## config.mk

```make
export PLATFORM = sky130hd
export DESIGN_NAME = posit8_field_extract
export DESIGN_NICKNAME = d
export VERILOG_FILES = /design/src/rtl/posit_extract_pkg.sv /design/src/rtl/fulladder_8bit.sv /design/src/rtl/posit8_regime_decode.sv /design/src/rtl/posit8_field_extract.sv
export SDC_FILE = /design/constraint.sdc
export NUM_CORES = 1
export LEC_CHECK = 0
export BUFFER_PORTS_ARGS = -buffer_cell sky130_fd_sc_hd__buf_2
export CORE_MARGIN = 2
export CORE_UTILIZATION = 28
export CTS_CLUSTER_SIZE = 40
export DETAILED_ROUTE_END_ITERATION = 12
export PLACE_DENSITY = 0.57
export SLEW_MARGIN = 5
export SYNTH_ARGS = -nofsm -noshare
export SYNTH_HDL_FRONTEND = slang
export SYNTH_HIERARCHICAL = 1
export SYNTH_SLANG_ARGS = --single-unit
```

## constraint.sdc

```tcl
create_clock -name clk -period 8.65 [get_ports clk]
set_clock_uncertainty 0.2 [all_clocks]
set_input_delay 0.4325 -clock clk [delete_from_list [all_inputs] [get_ports clk]]
set_output_delay 0.4325 -clock clk [all_outputs]
set_load 0.05 [all_outputs]
```

## src/rtl/posit_extract_pkg.sv

```systemverilog
`default_nettype none
// ============================================================================
// Package  : posit_extract_pkg
// Purpose  : Shared widths, pattern constants and field bundle for posit8 decode
// Revision : 1.0
// ============================================================================
package posit_extract_pkg;

    localparam int N          = 8;
    localparam int ES_DEFAULT = 2;
    localparam int ES_MAX     = 3;
    localparam int MW         = N - 2;

    function automatic int scale_w(input int es);
        return 3 + es + 1;
    endfunction

    // The bundle carries the widest scale so one type serves every legal ES.
    localparam int SCALE_W_MAX = scale_w(ES_MAX);

    localparam logic [N-1:0] c_zero_pattern = 8'h00;
    localparam logic [N-1:0] c_nar_pattern  = 8'h80;

    typedef struct packed {
        logic                          sign;
        logic                          zero;
        logic                          nar;
        logic signed [SCALE_W_MAX-1:0] scale;
        logic [MW-1:0]                 mant;
    } posit_fields_t;

endpackage
`default_nettype wire

```

## src/rtl/fulladder_8bit.sv

```systemverilog
`default_nettype none
// ============================================================================
// Module   : fulladder_8bit
// Purpose  : 8-bit ripple-carry adder, s = a + b + ci
// Revision : 1.0
// ============================================================================
module fulladder_8bit (
    input  logic [7:0] a,
    input  logic [7:0] b,
    input  logic       ci,
    output logic [7:0] s,
    output logic       co
);

    logic [8:0] w_c;

    assign w_c[0] = ci;

    for (genvar i = 0; i < 8; i++) begin : g_bit
        assign s[i]     = a[i] ^ b[i] ^ w_c[i];
        assign w_c[i+1] = (a[i] & b[i]) | (w_c[i] & (a[i] ^ b[i]));
    end

    assign co = w_c[8];

endmodule
`default_nettype wire

```

## src/rtl/posit8_regime_decode.sv

```systemverilog
`default_nettype none
// ============================================================================
// Module   : posit8_regime_decode
// Purpose  : Combinational split of a posit magnitude into scale and mantissa
// Revision : 1.0
// ============================================================================
module posit8_regime_decode
    import posit_extract_pkg::*;
#(
    parameter int ES = ES_DEFAULT
) (
    input  logic [N-2:0]  body,
    input  logic          sign,
    input  logic          zero,
    input  logic          nar,
    output posit_fields_t fields
);

    logic                          w_r0;
    logic [2:0]                    w_run;
    logic                          w_stop;
    logic [4:0]                    w_rem;
    logic [2:0]                    w_e;
    logic [4:0]                    w_frac;
    logic signed [SCALE_W_MAX-1:0] w_run_s;
    logic signed [SCALE_W_MAX-1:0] w_k;
    logic signed [SCALE_W_MAX-1:0] w_scale;

    assign w_r0 = body[6];

    always_comb begin
        w_run  = 3'd1;
        w_stop = 1'b0;
        for (int i = 5; i >= 0; i--) begin
            if (!w_stop && (body[i] == w_r0)) begin
                w_run = w_run + 3'd1;
            end else begin
                w_stop = 1'b1;
            end
        end
    end

    // Bits after run+terminator, left-aligned; a full-length run leaves nothing.
    assign w_rem = 5'(body[4:0] << (w_run - 3'd1));

    if (ES > 0) begin : g_exp
        assign w_e = 3'(w_rem[4 -: ES]);
    end else begin : g_no_exp
        assign w_e = 3'd0;
    end

    assign w_frac  = 5'(w_rem << ES);
    assign w_run_s = signed'(SCALE_W_MAX'(w_run));
    assign w_k     = w_r0 ? (w_run_s - signed'(SCALE_W_MAX'(1))) : -w_run_s;
    assign w_scale = (w_k <<< ES) + signed'(SCALE_W_MAX'(w_e));

    always_comb begin
        fields.sign  = sign;
        fields.zero  = zero;
        fields.nar   = nar;
        fields.scale = (zero || nar) ? '0 : w_scale;
        fields.mant  = (zero || nar) ? '0 : {1'b1, w_frac};
    end

endmodule
`default_nettype wire

```

## src/rtl/posit8_field_extract.sv

```systemverilog
`default_nettype none
// ============================================================================
// Module   : posit8_field_extract
// Purpose  : Two-stage valid/ready posit<8,ES> decoder: sign, flags, scale, mantissa
// Revision : 1.0
// ============================================================================
module posit8_field_extract
    import posit_extract_pkg::*;
#(
    parameter  int ES      = ES_DEFAULT,
    localparam int SCALE_W = scale_w(ES)
) (
    input  logic                      clk,
    input  logic                      rst_n,
    input  logic                      in_valid,
    output logic                      in_ready,
    input  logic [N-1:0]              in_posit,
    output logic                      out_valid,
    input  logic                      out_ready,
    output logic                      out_sign,
    output logic                      out_zero,
    output logic                      out_nar,
    output logic signed [SCALE_W-1:0] out_scale,
    output logic [MW-1:0]             out_mant
);

    logic          w_s1_take;
    logic          w_s2_take;
    logic [N-1:0]  w_neg;
    logic          w_neg_co;
    logic          w_adder_unused;
    logic [N-2:0]  w_abs_body;
    posit_fields_t w_fields;

    logic          r_s1_valid;
    logic          r_s1_sign;
    logic          r_s1_zero;
    logic          r_s1_nar;
    logic [N-2:0]  r_s1_body;
    logic          r_s2_valid;
    posit_fields_t r_out;

    assign w_s2_take = !r_s2_valid || out_ready;
    assign w_s1_take = !r_s1_valid || w_s2_take;
    assign in_ready  = w_s1_take;

    fulladder_8bit u_negate (
        .a  (~in_posit),
        .b  ({N{1'b0}}),
        .ci (1'b1),
        .s  (w_neg),
        .co (w_neg_co)
    );

    // Only NaR has a magnitude with bit 7 set, and NaR is flagged separately.
    assign w_adder_unused = ^{w_neg[N-1], w_neg_co};
    assign w_abs_body     = in_posit[N-1] ? w_neg[N-2:0] : in_posit[N-2:0];

    always_ff @(posedge clk or negedge rst_n) begin
        if (!rst_n) begin
            r_s1_valid <= 1'b0;
            r_s1_sign  <= 1'b0;
            r_s1_zero  <= 1'b0;
            r_s1_nar   <= 1'b0;
            r_s1_body  <= '0;
        end else if (w_s1_take) begin
            r_s1_valid <= in_valid;
            if (in_valid) begin
                r_s1_sign <= in_posit[N-1];
                r_s1_zero <= (in_posit == c_zero_pattern);
                r_s1_nar  <= (in_posit == c_nar_pattern);
                r_s1_body <= w_abs_body;
            end
        end
    end

    posit8_regime_decode #(
        .ES (ES)
    ) u_regime_decode (
        .body   (r_s1_body),
        .sign   (r_s1_sign),
        .zero   (r_s1_zero),
        .nar    (r_s1_nar),
        .fields (w_fields)
    );

    always_ff @(posedge clk or negedge rst_n) begin
        if (!rst_n) begin
            r_s2_valid <= 1'b0;
            r_out      <= '0;
        end else if (w_s2_take) begin
            r_s2_valid <= r_s1_valid;
            if (r_s1_valid) begin
                r_out <= w_fields;
            end
        end
    end

    assign out_valid = r_s2_valid;
    assign out_sign  = r_out.sign;
    assign out_zero  = r_out.zero;
    assign out_nar   = r_out.nar;
    assign out_scale = r_out.scale[SCALE_W-1:0];
    assign out_mant  = r_out.mant;

    // Scale range always fits SCALE_W, so the extra bundle bits are redundant.
    if (SCALE_W < SCALE_W_MAX) begin : g_scale_trim
        logic w_scale_hi_unused;
        assign w_scale_hi_unused = ^r_out.scale[SCALE_W_MAX-1:SCALE_W];
    end

endmodule
`default_nettype wire
```

# Yosys cells after proc, flatten, opt, wreduce, memory -nomap -nowiden
# Index checks and enable logic that the tools add are counted.
# W data, S select, Z words.
dict set report totals {
  regBits 27
  input_bits 12
}
dict set report op_classes {
  addsub 9
  n_eq_ne 7
  shift 1
  muxes 15
  bitwise 13
  reduce_logical 17
}
# op count
set op_table {}
lappend op_table {{$add A3 B1 Y3 const B} 5}
lappend op_table {{$mux W3} 5}
lappend op_table {{$mux W6} 2}
lappend op_table {{$eq A8 B8 Y1 const B} 1}
lappend op_table {{$logic_not A8 Y1} 1}
lappend op_table {{$mux W7} 1}
lappend op_table {{$not A7 Y7} 1}
lappend op_table {{$add A6 B3 Y6} 1}
lappend op_table {{$eq A1 B1 Y1} 6}
lappend op_table {{$logic_not A1 Y1} 6}
lappend op_table {{$xor A1 B1 Y1} 6}
lappend op_table {{$and A1 B1 Y1} 5}
lappend op_table {{$logic_and A1 B1 Y1} 5}
lappend op_table {{$mux W1} 5}
lappend op_table {{$shl A5 B3 Y5} 1}
lappend op_table {{$mux W4} 1}
lappend op_table {{$neg A3 Y4} 1}
lappend op_table {{$reduce_and A2 Y1} 2}
lappend op_table {{$sub A3 B1 Y4 const B} 1}
lappend op_table {{$logic_or A1 B1 Y1} 3}
lappend op_table {{$sub A3 B1 Y3 const B} 1}
lappend op_table {{$mux W2} 1}
lappend op_table {{$not A1 Y1} 1}

# Longest topological paths before layout
dict set report depth {
  word_depth 19
  depth_mapped 12
  ltp_nobuf 12
}

# Modules after synthesis
# The synthesis kept the hierarchy.
# module instances cells_each area_per_inst_um2
set by_module_without_submodules {}
lappend by_module_without_submodules {posit8_field_extract 1 92 1157.4}
lappend by_module_without_submodules {posit8_regime_decode 1 90 570.5}
lappend by_module_without_submodules {fulladder_8bit 1 18 197.7}

# Least setup slack after synthesis
# Ideal clock, no wire load.
dict set report synth_timing {
  path_kind {input-to-reg}
  from {input in_posit[0]}
  to {register r_s1_body[6]}
  setup_time_ps 133
  arrival_ps 3247
  required_time_ps 8317
  setup_slack_ps 5069
  stages 12
  n_path_buf 0
  path_cell_list {inv_1 > fa_1 > inv_1 > fa_1 > inv_1 > fa_1 > fa_1 > fa_1 > fa_1 > fa_1 > mux2i_1 > a21oi_1}
}
dict set report synth_via {
  elab_chain_cells 8
}
# element line_no
set synth_lines {}
lappend synth_lines {{start: declaration} posit8_field_extract.sv:17} ;# input logic [N-1:0] in_posit,
lappend synth_lines {{$not A7 Y7} posit8_field_extract.sv:48} ;# .a (~in_posit),
lappend synth_lines {{$and A1 B1 Y1 (5 in a row)} fulladder_8bit.sv:21} ;# assign w_c[i+1] = (a[i] & b[i]) | (w_c[i] & (a[i] ^ b[i]));
lappend synth_lines {{$xor A1 B1 Y1} fulladder_8bit.sv:20} ;# assign s[i] = a[i] ^ b[i] ^ w_c[i];
lappend synth_lines {{via w_neg[6]} posit8_field_extract.sv:29} ;# logic [N-1:0] w_neg;
lappend synth_lines {{$mux W7} posit8_field_extract.sv:57} ;# assign w_abs_body = in_posit[N-1] ? w_neg[N-2:0] : in_posit[N-2:0];
lappend synth_lines {{end signal: assignment} posit8_field_extract.sv:72} ;# r_s1_body <= w_abs_body;
lappend synth_lines {{end: declaration} posit8_field_extract.sv:39} ;# logic [N-2:0] r_s1_body;
# The timed path passes the listed nets, and every way through them passes these cells.
# A chain may end at the register's enable or synchronous reset.

# Final worst setup path
# Same ends and word-level chain as after synthesis.

==> results.toml <==
[clock_network]
cts-root-buf = "clkbuf_8"
cts_tree = "yes"
numClockSinks = 27
path_clk_slew_ns = 0.10
cts_made_buffers = 3
cts_buffer_depth = 2
cts_setup_buffers = 0
clk-insertion-delay-late_ns = 0.28
cts_htree_levels = 1

[routing]
wl_met1_mm = 1.76
wl_mm = 3.68
top_layer = "met4"
dr.first_iter.drc_count = 86
dr_total_vias = 1400
wl_met3_um = 137
wl_met2_mm = 1.75
wl_per_cell_um = 12.6
drc_errors = 0
via_per_inst = 4.81
antenna_left = 0
dr.pass1.iters = 4

[global_route]
grt_pass1_wl_mm = 6.32
grt_max_degree = 28
grt_util_all_layers = 0.106
antenna_found_initial = 0
grt_pass1_vias = 1290
grt_overflow = 0

[timing]
finalCritPeriodShare = 0.409
slew_headroom = 0.540
rsz0062_at_grt = "false"
setup_tns_ns = 0
max_freq_mhz = 283
setup-violations-final = 0
layout_setup_ws_ns = 5.11
min_period_ns = 3.54
fin_hold_ws_ns = 0.227
hold_violations = 0
worst_pin_slew_ns = 0.688
final_max_slew_viol_count = 0

[critical_path]
reg2reg_from = "r_s1_body[6]$_DFFE_PN0P_"
cp_data_arrival_time_ns = 3.50
crit_type = "input pin to register"
end_kind = "register"
crit_path_start = "in_posit[0]"
critPathLaunchType = "input pin"
crit_fanout = 3
cp.required_ns = 8.62

[place]
numPortBuffers = 28
gp_congestion = 0.850
dp_hpwl_mm = 2.70
pre_cts_ws_ns = 4.81
dp.cells = 286

[floorplanning]
die_w_um = 86.0
dieArea_um2 = 7390
ioPinCount = 29
core_area_um2 = 6420
initial_core_util = 0.293
rows = 29
die_h_um = 86.0

[power_and_ir_drop]
p_int_mw = 0.282
swShare = 0.468
p_seq_frac = 0.356
p_comb_frac = 0.496
p_leak_nw = 0.977
clockPowerShare = 0.147
ir_drop_mv = 0.0809
power.density_nw_per_um2 = 256
power_switching_mw = 0.249

[final_layout]
seq_area_um2 = 676
fin_nets = 235
fin_util = 0.323
area_growth_pct = 10.4
multi_input_area_um2 = 1030
drive_gt1_frac = 0.252
n_antenna_cell = 0
fin_cells = 291
num-fill-cells = 672

[logic_synthesis]
ys_warn_count = 6
syn_area_per_cell_um2 = 9.75
syn_area_um2 = 1880
syn_inst = 193

[job]
cap_violations = 0

[worst_hold_path]
holdCritStartpoint = "out_ready"
hold_path_class = "input pin to register"

[status]
outcome = "finished, final reports clean"
power by group through the flow:
stage                     sequential [mW]  combinational, mW  clock (mW)
after floorplan                     0.257              0.150           0
after CTS                           0.190              0.265      0.0804
after detailed placement            0.192              0.264           0
after global routing                0.195              0.288      0.0873
final                               0.189              0.263      0.0782
after global placement              0.191              0.262           0
routing by layer:
metal,up-vias,global-route usage
met2,30,0.163
li1,691,-
met5,-,0
met4,0,0.0390
met1,676,0.150
met3,3,0.0183
state kept, by name (all words and copies together) (netlist names):
signal and flops:
out_nar 1, r_s1_sign 1, r_s1_body 7, r_s1_nar 1, out_zero 1, out_scale 6
out_valid 1, r_s1_valid 1, r_s1_zero 1, out_mant 6, out_sign 1
timing repair:
item | 4_1_cts | 5_1_grt
gates resized for setup | 0 | 0
hold buffers | 1 | 0
endpoints found under the hold margin | 27 | 0
setup endpoints to repair | 0 | 0
critical path, stage by stage:
cell     delay [ns]
buf_2          0.10
inv_1          0.05
fa_1           0.41
inv_1          0.08
fa_1           0.16
inv_1          0.05
fa_1           0.37
fa_1           0.39
fa_1           0.39
fa_1           0.39
fa_1           0.43
mux2i_1        0.16
a21oi_1        0.08
per-stage QoR:
| step | total power, mW | area [µm²] |
|---|---|---|
| final | 0.531 | 2080 |
| after global routing | 0.570 | 2080 |
| after detailed placement | 0.456 | 2020 |
| after floorplan | 0.407 | 1910 |
| after global placement | 0.453 | 2020 |
| after CTS | 0.535 | 2080 |
path summary, 6_finish.rpt:
check                                           end  slack (ns)  depth (start not counted)
hold / removal                out_valid$_DFFE_PN0P_        0.23                          3
min in group asynchronous  out_scale[1]$_DFFE_PN0P_        0.49                          2
max in group asynchronous  r_s1_body[6]$_DFFE_PN0P_        7.36                          2
setup / recovery           r_s1_body[6]$_DFFE_PN0P_        5.11                         13
setup reg to reg           out_scale[0]$_DFFE_PN0P_        5.51                          9
hold reg to reg               r_s1_sign$_DFFE_PN0P_        0.28                          1
final cells by class:
| type | instances | area share |
|---|---|---|
| clock inverter | 1 | 0.00422 |
| inverter | 18 | 0.0325 |
| timing repair buffer | 30 | 0.0759 |
| multi-input combinational | 135 | 0.496 |
| tap | 77 | 0.0464 |
| sequential | 27 | 0.325 |
| clock buffer | 3 | 0.0199 |
cell usage in the layout (no fill, tap or decap), types with 4 or more instances in the layout:
cell      instances
a21oi_1          21
nand2b_1          6
inv_1            18
mux2i_1           8
o21ai_0           4
nand2_1           7
conb_1           10
nor2_1            8
mux2_2           15
buf_2            28
fa_1              7
dfrtp_1          27
Power figures use the tool's default switching activity.
